===== config.mk =====
export PLATFORM = sky130hd
export DESIGN_NAME = modulo_logico_acc
export DESIGN_NICKNAME = d
export VERILOG_FILES = /design/src/rtl/modulo_logico_acc.sv
export SDC_FILE = /design/constraint.sdc
export NUM_CORES = 1
export LEC_CHECK = 0
export BUFFER_PORTS_ARGS = -buffer_cell sky130_fd_sc_hd__buf_2
export CORE_MARGIN = 2
export CORE_UTILIZATION = 55
export CTS_CLUSTER_DIAMETER = 150
export DETAILED_ROUTE_END_ITERATION = 12
export GPL_TIMING_DRIVEN = 0
export PLACE_DENSITY = 0.79
export SLEW_MARGIN = 15
export SYNTH_ARGS = -nofsm -noshare
export SYNTH_HDL_FRONTEND = slang
export SYNTH_SLANG_ARGS = --single-unit

===== constraint.sdc =====
create_clock -name clk -period 2.6 [get_ports clk]
set_input_delay 0.26 -clock clk [delete_from_list [all_inputs] [get_ports clk]]
set_output_delay 0.26 -clock clk [all_outputs]
set_load 0.005 [all_outputs]

===== src/rtl/modulo_logico_acc.sv =====
// Registered bitwise logic unit (XOR/AND/OR/XNOR) with a multi-beat XOR-accumulate
// mode and valid/ready handshakes on both sides.
module modulo_logico_acc #(
  parameter int unsigned WIDTH = 4,
  parameter int unsigned LEN_W = 4
) (
  input  logic             clk,
  input  logic             rst,
  input  logic             in_valid,
  output logic             in_ready,
  input  logic [WIDTH-1:0] a,
  input  logic [WIDTH-1:0] b,
  input  logic [1:0]       op,
  input  logic             mode,
  input  logic [LEN_W-1:0] len,
  output logic             out_valid,
  input  logic             out_ready,
  output logic [WIDTH-1:0] z,
  output logic             zero,
  output logic             parity
);

  localparam logic [1:0]       OP_XOR  = 2'b00;
  localparam logic [1:0]       OP_AND  = 2'b01;
  localparam logic [1:0]       OP_OR   = 2'b10;
  localparam logic [LEN_W-1:0] LEN_ONE = LEN_W'(1);

  typedef enum logic [1:0] {
    S_IDLE = 2'd0,
    S_ACC  = 2'd1,
    S_OUT  = 2'd2
  } state_t;

  state_t           state;
  state_t           state_nxt;
  logic [1:0]       op_q;
  logic [LEN_W-1:0] len_q;
  logic [LEN_W-1:0] cnt;
  logic [WIDTH-1:0] acc;

  logic             beat;
  logic             last;
  logic [1:0]       op_sel;
  logic [LEN_W-1:0] len_eff;
  logic [LEN_W-1:0] cnt_inc;
  logic [WIDTH-1:0] f;
  logic [WIDTH-1:0] res;

  function automatic logic [WIDTH-1:0] logic_op(input logic [1:0]       sel,
                                                input logic [WIDTH-1:0] x,
                                                input logic [WIDTH-1:0] y);
    logic [WIDTH-1:0] r;
    case (sel)
      OP_XOR:  r = x ^ y;
      OP_AND:  r = x & y;
      OP_OR:   r = x | y;
      default: r = ~(x ^ y);
    endcase
    return r;
  endfunction

  // Per-beat datapath: op is taken live on the first beat, latched afterwards
  always_comb begin
    beat    = in_valid && in_ready;
    op_sel  = (state == S_ACC) ? op_q : op;
    len_eff = (len == '0) ? LEN_ONE : len;
    cnt_inc = cnt + LEN_ONE;
    f       = logic_op(op_sel, a, b);
    res     = (state == S_ACC) ? (acc ^ f) : f;
    last    = 1'b0;
    if (state == S_IDLE) begin
      last = !mode || (len_eff == LEN_ONE);
    end else if (state == S_ACC) begin
      last = (cnt_inc == len_q);
    end
  end

  // State register
  always_ff @(posedge clk) begin
    if (rst) begin
      state <= S_IDLE;
    end else begin
      state <= state_nxt;
    end
  end

  // Next-state logic
  always_comb begin
    state_nxt = state;
    case (state)
      S_IDLE: begin
        if (beat) begin
          state_nxt = last ? S_OUT : S_ACC;
        end
      end
      S_ACC: begin
        if (beat && last) begin
          state_nxt = S_OUT;
        end
      end
      S_OUT: begin
        if (out_ready) begin
          state_nxt = S_IDLE;
        end
      end
      default: state_nxt = S_IDLE;
    endcase
  end

  // Handshake outputs decode the state register only
  always_comb begin
    in_ready  = 1'b0;
    out_valid = 1'b0;
    case (state)
      S_IDLE:  in_ready  = 1'b1;
      S_ACC:   in_ready  = 1'b1;
      S_OUT:   out_valid = 1'b1;
      default: in_ready  = 1'b0;
    endcase
  end

  // Accumulator, beat counter, latched controls and result flags
  always_ff @(posedge clk) begin
    if (rst) begin
      op_q   <= '0;
      len_q  <= '0;
      cnt    <= '0;
      acc    <= '0;
      z      <= '0;
      zero   <= 1'b1;
      parity <= 1'b0;
    end else if (beat) begin
      if (state == S_IDLE) begin
        op_q  <= op;
        len_q <= len_eff;
      end
      if (last) begin
        z      <= res;
        zero   <= (res == '0);
        parity <= ^res;
        acc    <= '0;
        cnt    <= '0;
      end else begin
        acc <= res;
        cnt <= (state == S_IDLE) ? LEN_ONE : cnt_inc;
      end
    end
  end

endmodule


# --- Yosys cells after proc, flatten, opt, wreduce, memory -nomap -nowiden ---
# Cells that the tools add are included.
# Widths: inputs -> output; s select.
word_totals:
  regBits: 22
  mem_bits_rw: 0
  out_inout_bits: 8
  memories: 0
  elab_cells: 52
  mem_bits_ro: 0
  latchBits: 0
  in_bits: 19
op_classes:
  reduce_logical: 13
  addsub: 1
  n_mul: 0
  bitwise: 5
  n_div: 0
  n_mux: 16
  eq_ne: 9
  n_lt_le_gt_ge: 0
  shift: 0
op_table:
  columns: ["cell", "n"]
  rows:
  - ["$mux 4", 5]
  - ["$pmux 4 s3", 1]
  - ["$mux 2", 5]
  - ["$logic_not 4->1", 2]
  - ["$xor 4x4->4", 2]
  - ["$pmux 2 s3", 1]
  - ["$add 4x1->4 const B", 1]
  - ["$and 4x4->4", 1]
  - ["$eq 2x1->1 const B", 2]
  - ["$eq 2x2->1 const B", 2]
  - ["$eq 4x1->1 const B", 1]
  - ["$eq 4x4->1", 1]
  - ["$logic_not 2->1", 2]
  - ["$mux 1", 4]
  - ["$ne 2x2->1 const B", 2]
  - ["$not 4->4", 1]
  - ["$or 4x4->4", 1]
  - ["$reduce_and 2->1", 2]
  - ["$reduce_xor 4->1", 1]
  - ["$reduce_and 3->1", 1]
  - ["$logic_and 1x1->1", 2]
  - ["$ne 2x1->1 const B", 1]
  - ["$reduce_or 2->1", 1]
  - ["$logic_not 1->1", 1]
  - ["$logic_or 1x1->1", 1]

# --- Depth between registers and ports, before layout ---
logic_depth:
  ltp_word: 8
  ltp_mapped: 10
  ltp_nobuf: 9

# --- Worst setup path before layout ---
# No wires, ideal clock.
synth_timing:
  path_type: "register to register"
  start: "register state[0]"
  end: "register parity"
  path_buffers: 2
  synth_period_minus_slack_ns: 2.286
  arrival_ns: 2.201
  slack_ns: 0.314
  path_stages_with_launch: 11
  path_cell_list: "dfxtp_1 > nor2b_1 > buf_6 > mux2_4 > buf_6 > a22oi_1 > o211ai_2 > xnor2_2 > ha_1 > xnor2_1 > a211oi_1"
synth_between:
  elab_chain_cells: 7
synth_lines:
  columns: ["element", "line", "source"]
  rows:
  - ["start: declaration", "34", "state_t state;"]
  - ["start signal: assignment", "83", "state <= state_nxt;"]
  - ["$eq 2x1->1", null, null]
  - ["$mux 2", "65", "op_sel = (state == S_ACC) ? op_q : op;"]
  - ["$eq 2x2->1 (tied with other cells)", "53", "case (sel)"]
  - ["$pmux 4 s3", "53", null]
  - ["$xor 4x4->4", "69", "res = (state == S_ACC) ? (acc ^ f) : f;"]
  - ["$mux 4", "69", null]
  - ["$reduce_xor 4->1", "140", "parity <= ^res;"]
  - ["end signal: assignment", "140", null]
  - ["end: declaration", "20", "output logic parity"]
# Several ways; a longest one is shown, not always the timed one.
# A chain may end at the register's enable or synchronous reset.

# --- Worst setup path in the final report ---
# Ends and elaborated chain as after synthesis.

==> Flow_metrics.wiki <==
{| class="wikitable"
! Metric !! Value
|-
| Tmin final || 2.508 ns
|-
| Transition at the pin with the smallest max-transition slack || 0.4768 ns
|-
| Drt via density || ~5.6
|-
| Detailed-route wire length || approximately 3000 µm
|-
| Reg-to-Reg Start || state[0]
|-
| Register area || 441.7 µm²
|-
| Clk_skew || between 0.008 and 0.009 ns
|-
| Leading post-synthesis cells by cell area || sky130_fd_sc_hd__dfxtp_1, sky130_fd_sc_hd__ha_1, sky130_fd_sc_hd__nand2_1
|-
| Final weighted congestion in routability-driven placement || a little under 0.9
|-
| Sequential area share after synthesis || around 31%
|-
| Clk Tree Root Cell || sky130_fd_sc_hd__clkbuf_4
|-
| Iteration count of the initial detailed-routing pass || 4
|-
| Leakage || about 0.73 nW
|-
| Max_slew headroom || approximately two thirds
|-
| Number of synthesized flops with an enable pin || 0
|-
| Share of flip-flops with an asynchronous set or reset after synthesis || 0%
|-
| Top achievable clock speed || about 400 MHz
|-
| Flip-flop and latch count after synthesis || 22
|-
| Mean instance size in the synthesized netlist || between 8 and 9 µm²
|-
| Yosys warning total || 0
|-
| Count of pins over their slew limit || 0
|-
| MaxCap Viol Count || 0
|-
| Clock edge transition at the registers on the reported setup and hold paths || 0.13 ns
|-
| DRC violation count after routing || 0
|-
| Peak supply drop || 342.6 µV
|-
| Worst Setup End Kind || flop
|-
| Starting density of the core || slightly below 60%
|-
| Largest net degree at the start of global routing || 14
|-
| Final nets || about 230
|-
| Distinct cells, synth || 40
|-
| Multi-input gate area || between 900 and 1000 µm²
|-
| GR Util All Layers || 21.84%
|-
| Post-Synthesis Cell Area || 1440 µm²
|-
| Number of failing hold endpoints at the final stage || 0
|-
| Number of buffers added by the clock tree synthesis step || 3
|-
| Status || finished, final reports clean
|-
| CTS tree || yes
|-
| Vias in the first global route || around 1100
|-
| Final number of setup-violating endpoints || 0
|-
| Class of the tightest hold or removal check || input pin to flop
|-
| Area enclosed by the die boundary || just over 3000 µm²
|-
| Cell type with the largest total area after synthesis || sky130_fd_sc_hd__dfxtp_1
|-
| Area inside the core boundary || approximately 2500 µm²
|-
| Launch instance of the worst min-delay path || len[1]
|-
| Number of standard cells after synthesis || approximately 170
|-
| Antenna violations before repair || 0
|-
| Critical path required time || around 2.8 ns
|-
| Mapped Nets || 198
|-
| Sum of internal, switching and leakage power || slightly above 0.9 mW
|-
| Number of input and output port buffers inserted || 26
|-
| Primary FF master, synth || sky130_fd_sc_hd__dfxtp_1
|-
| Period utilisation layout || a little under 100%
|-
| Share of the synthesized area in the top cell type || between 30% and 40%
|-
| Arrival time at the worst endpoint || 2.74 ns
|-
| Fraction of final layout cells sized beyond drive strength 1 || a little over a quarter
|-
| Number of clock sinks || 22
|-
| DP Wirelength || between 2000 and 2500 µm
|-
| Number of levels the H-tree was split into || 1
|-
| Cell area power density || 543.0 nW/µm²
|-
| Depth of the worst register-to-register path || 9
|-
| Cell count of the worst hold path || 3
|-
| Startpoint types || flop
|-
| Number of antenna-violating nets in the routed design || 0
|-
| # diodes || 0
|-
| Detailed-route via count || roughly 1300
|-
| Endpoint of the worst register-to-register path || parity
|-
| Number of filler instances in the final layout || between 200 and 250
|-
| Detailed router's first-iteration violation count || 22
|-
| Die height || about 55 µm
|-
| Crit Path Class || flop to flop
|-
| Wire length of the first global-routing pass || around 4800 µm
|-
| Site row count || 18
|-
| Max clock buf depth || 2
|-
| Endpoint, Worst Hold || len_q[1]
|-
| Setup slack of the worst register-to-register path || between 0.09 and 0.1 ns
|-
| Number of top-level design ports || 27
|-
| Crit path max fanout || 10
|-
| Layout area overhead || 18.42%
|-
| Setup total negative slack || 0 ns
|-
| GRT overflow || 0
|-
| Number of buffers inserted by hold repair at cts || 0
|-
| Latest clock arrival within the worst-skew pair || approximately 0.31 ns
|-
| Die boundary width || around 55 µm
|-
| Final routed wire length divided by cell count || between 10 and 15 µm
|}
worst max path at each step:
| stage | from | to | slack (ns) | depth (start not counted) |
|---|---|---|---|---|
| after global placement | state[0] | parity | 0.08 | 9 |
| final | state[0] | parity | 0.09 | 9 |
| after floorplan | state[0] | parity | 0.31 | 10 |
| after global routing | state[0] | parity | -0.04 | 9 |
| after CTS | state[0] | parity | 0.05 | 9 |
| after detailed placement | state[0] | parity | 0.01 | 9 |
state kept, by name (all words and copies together) (netlist names):
name and cells:
op_q 2, zero 1, parity 1, len_q 4
state 2, z 4, acc 4, cnt 4
power breakdown:
part           internal [mW]  switching (mW)  leakage, nW
registers              0.363          0.0165        0.181
clock network          0.156           0.107       0.0279
logic                  0.137           0.147        0.524
cell type report:
type	instances	share of cell area (%)
timing repair buffer	29	8.951
multi-input combinational	130	55.39
clock inverter	1	1.761
inverter	9	1.981
clock buffer	3	1.321
sequential	22	25.90
buffer	7	2.494
tap	30	2.201
cell usage after synthesis (all sizes together), types with 5 or more instances:
cell,n
nand2,21
xnor2,8
nor2b,8
a211oi,6
ha,11
nor2,15
inv,9
nor3,5
o21ai,12
dfxtp,22
a21oi,9
layout by cell type (no fill, tap or decap), types with 3 or more instances in the layout:
| cell | instances |
|---|---|
| sky130_fd_sc_hd__buf_2 | 27 |
| sky130_fd_sc_hd__nand2_1 | 21 |
| sky130_fd_sc_hd__dfxtp_1 | 21 |
| sky130_fd_sc_hd__nor2_1 | 15 |
| sky130_fd_sc_hd__ha_1 | 11 |
| sky130_fd_sc_hd__inv_1 | 9 |
| sky130_fd_sc_hd__a21oi_1 | 9 |
| sky130_fd_sc_hd__nor2b_1 | 8 |
| sky130_fd_sc_hd__o21ai_0 | 7 |
| sky130_fd_sc_hd__xnor2_1 | 5 |
| sky130_fd_sc_hd__clkbuf_1 | 4 |
| sky130_fd_sc_hd__nand3_1 | 4 |
| sky130_fd_sc_hd__nor3_1 | 4 |
| sky130_fd_sc_hd__o21ai_1 | 4 |
| sky130_fd_sc_hd__mux2_4 | 3 |
| sky130_fd_sc_hd__a211oi_1 | 3 |
| sky130_fd_sc_hd__xnor2_2 | 3 |
| sky130_fd_sc_hd__a211oi_2 | 3 |
| sky130_fd_sc_hd__clkbuf_4 | 3 |
| sky130_fd_sc_hd__buf_4 | 3 |
cells by family after synthesis:
logic type / synth area share [%]
and+or+nand+nor: 18.85
AOI/OAI and AO/OA: 21.89
DFF: 30.58
buffers and inverters: 5.299
xor gates and xnor gates: 8.254
adders and majority gates: 9.557
muxes: 5.560
per-stage QoR:
stage	worst slack, ns	utilization, %	std cells	hold slack, ns	area [µm²]
after floorplan	0.3135	-	168	0.3960	1440
after global placement	0.07763	64.90	224	0.4377	1608
after detailed placement	0.01048	64.90	224	0.4503	1608
after CTS	0.04507	67.37	228	0.1814	1669
after global routing	-0.04306	68.84	231	0.1882	1705
final	0.09196	68.84	231	0.1840	1705
metal layers:
layer	track usage [%]	routed length (µm)
met1	25.08	1289
met2	41.27	1581
met3	3.495	151
met4	6.098	14
met5	0	0
critical path, stage by stage, from the launching register on:
cell and delay, ns:
sky130_fd_sc_hd__dfxtp_2 0.39, sky130_fd_sc_hd__nor2b_1 0.16, sky130_fd_sc_hd__buf_6 0.17, sky130_fd_sc_hd__mux2_4 0.32, sky130_fd_sc_hd__buf_6 0.15, sky130_fd_sc_hd__a311oi_2 0.34
sky130_fd_sc_hd__xor2_2 0.26, sky130_fd_sc_hd__ha_1 0.29, sky130_fd_sc_hd__xnor2_1 0.13, sky130_fd_sc_hd__a211oi_1 0.22
what timing repair did:
action	CTS	global route
setup buffers	0	3
endpoints found under the setup margin	1	1
resized for setup	1	3
pin swaps	0	2
No activity file was read; power rests on OpenSTA's default activity.
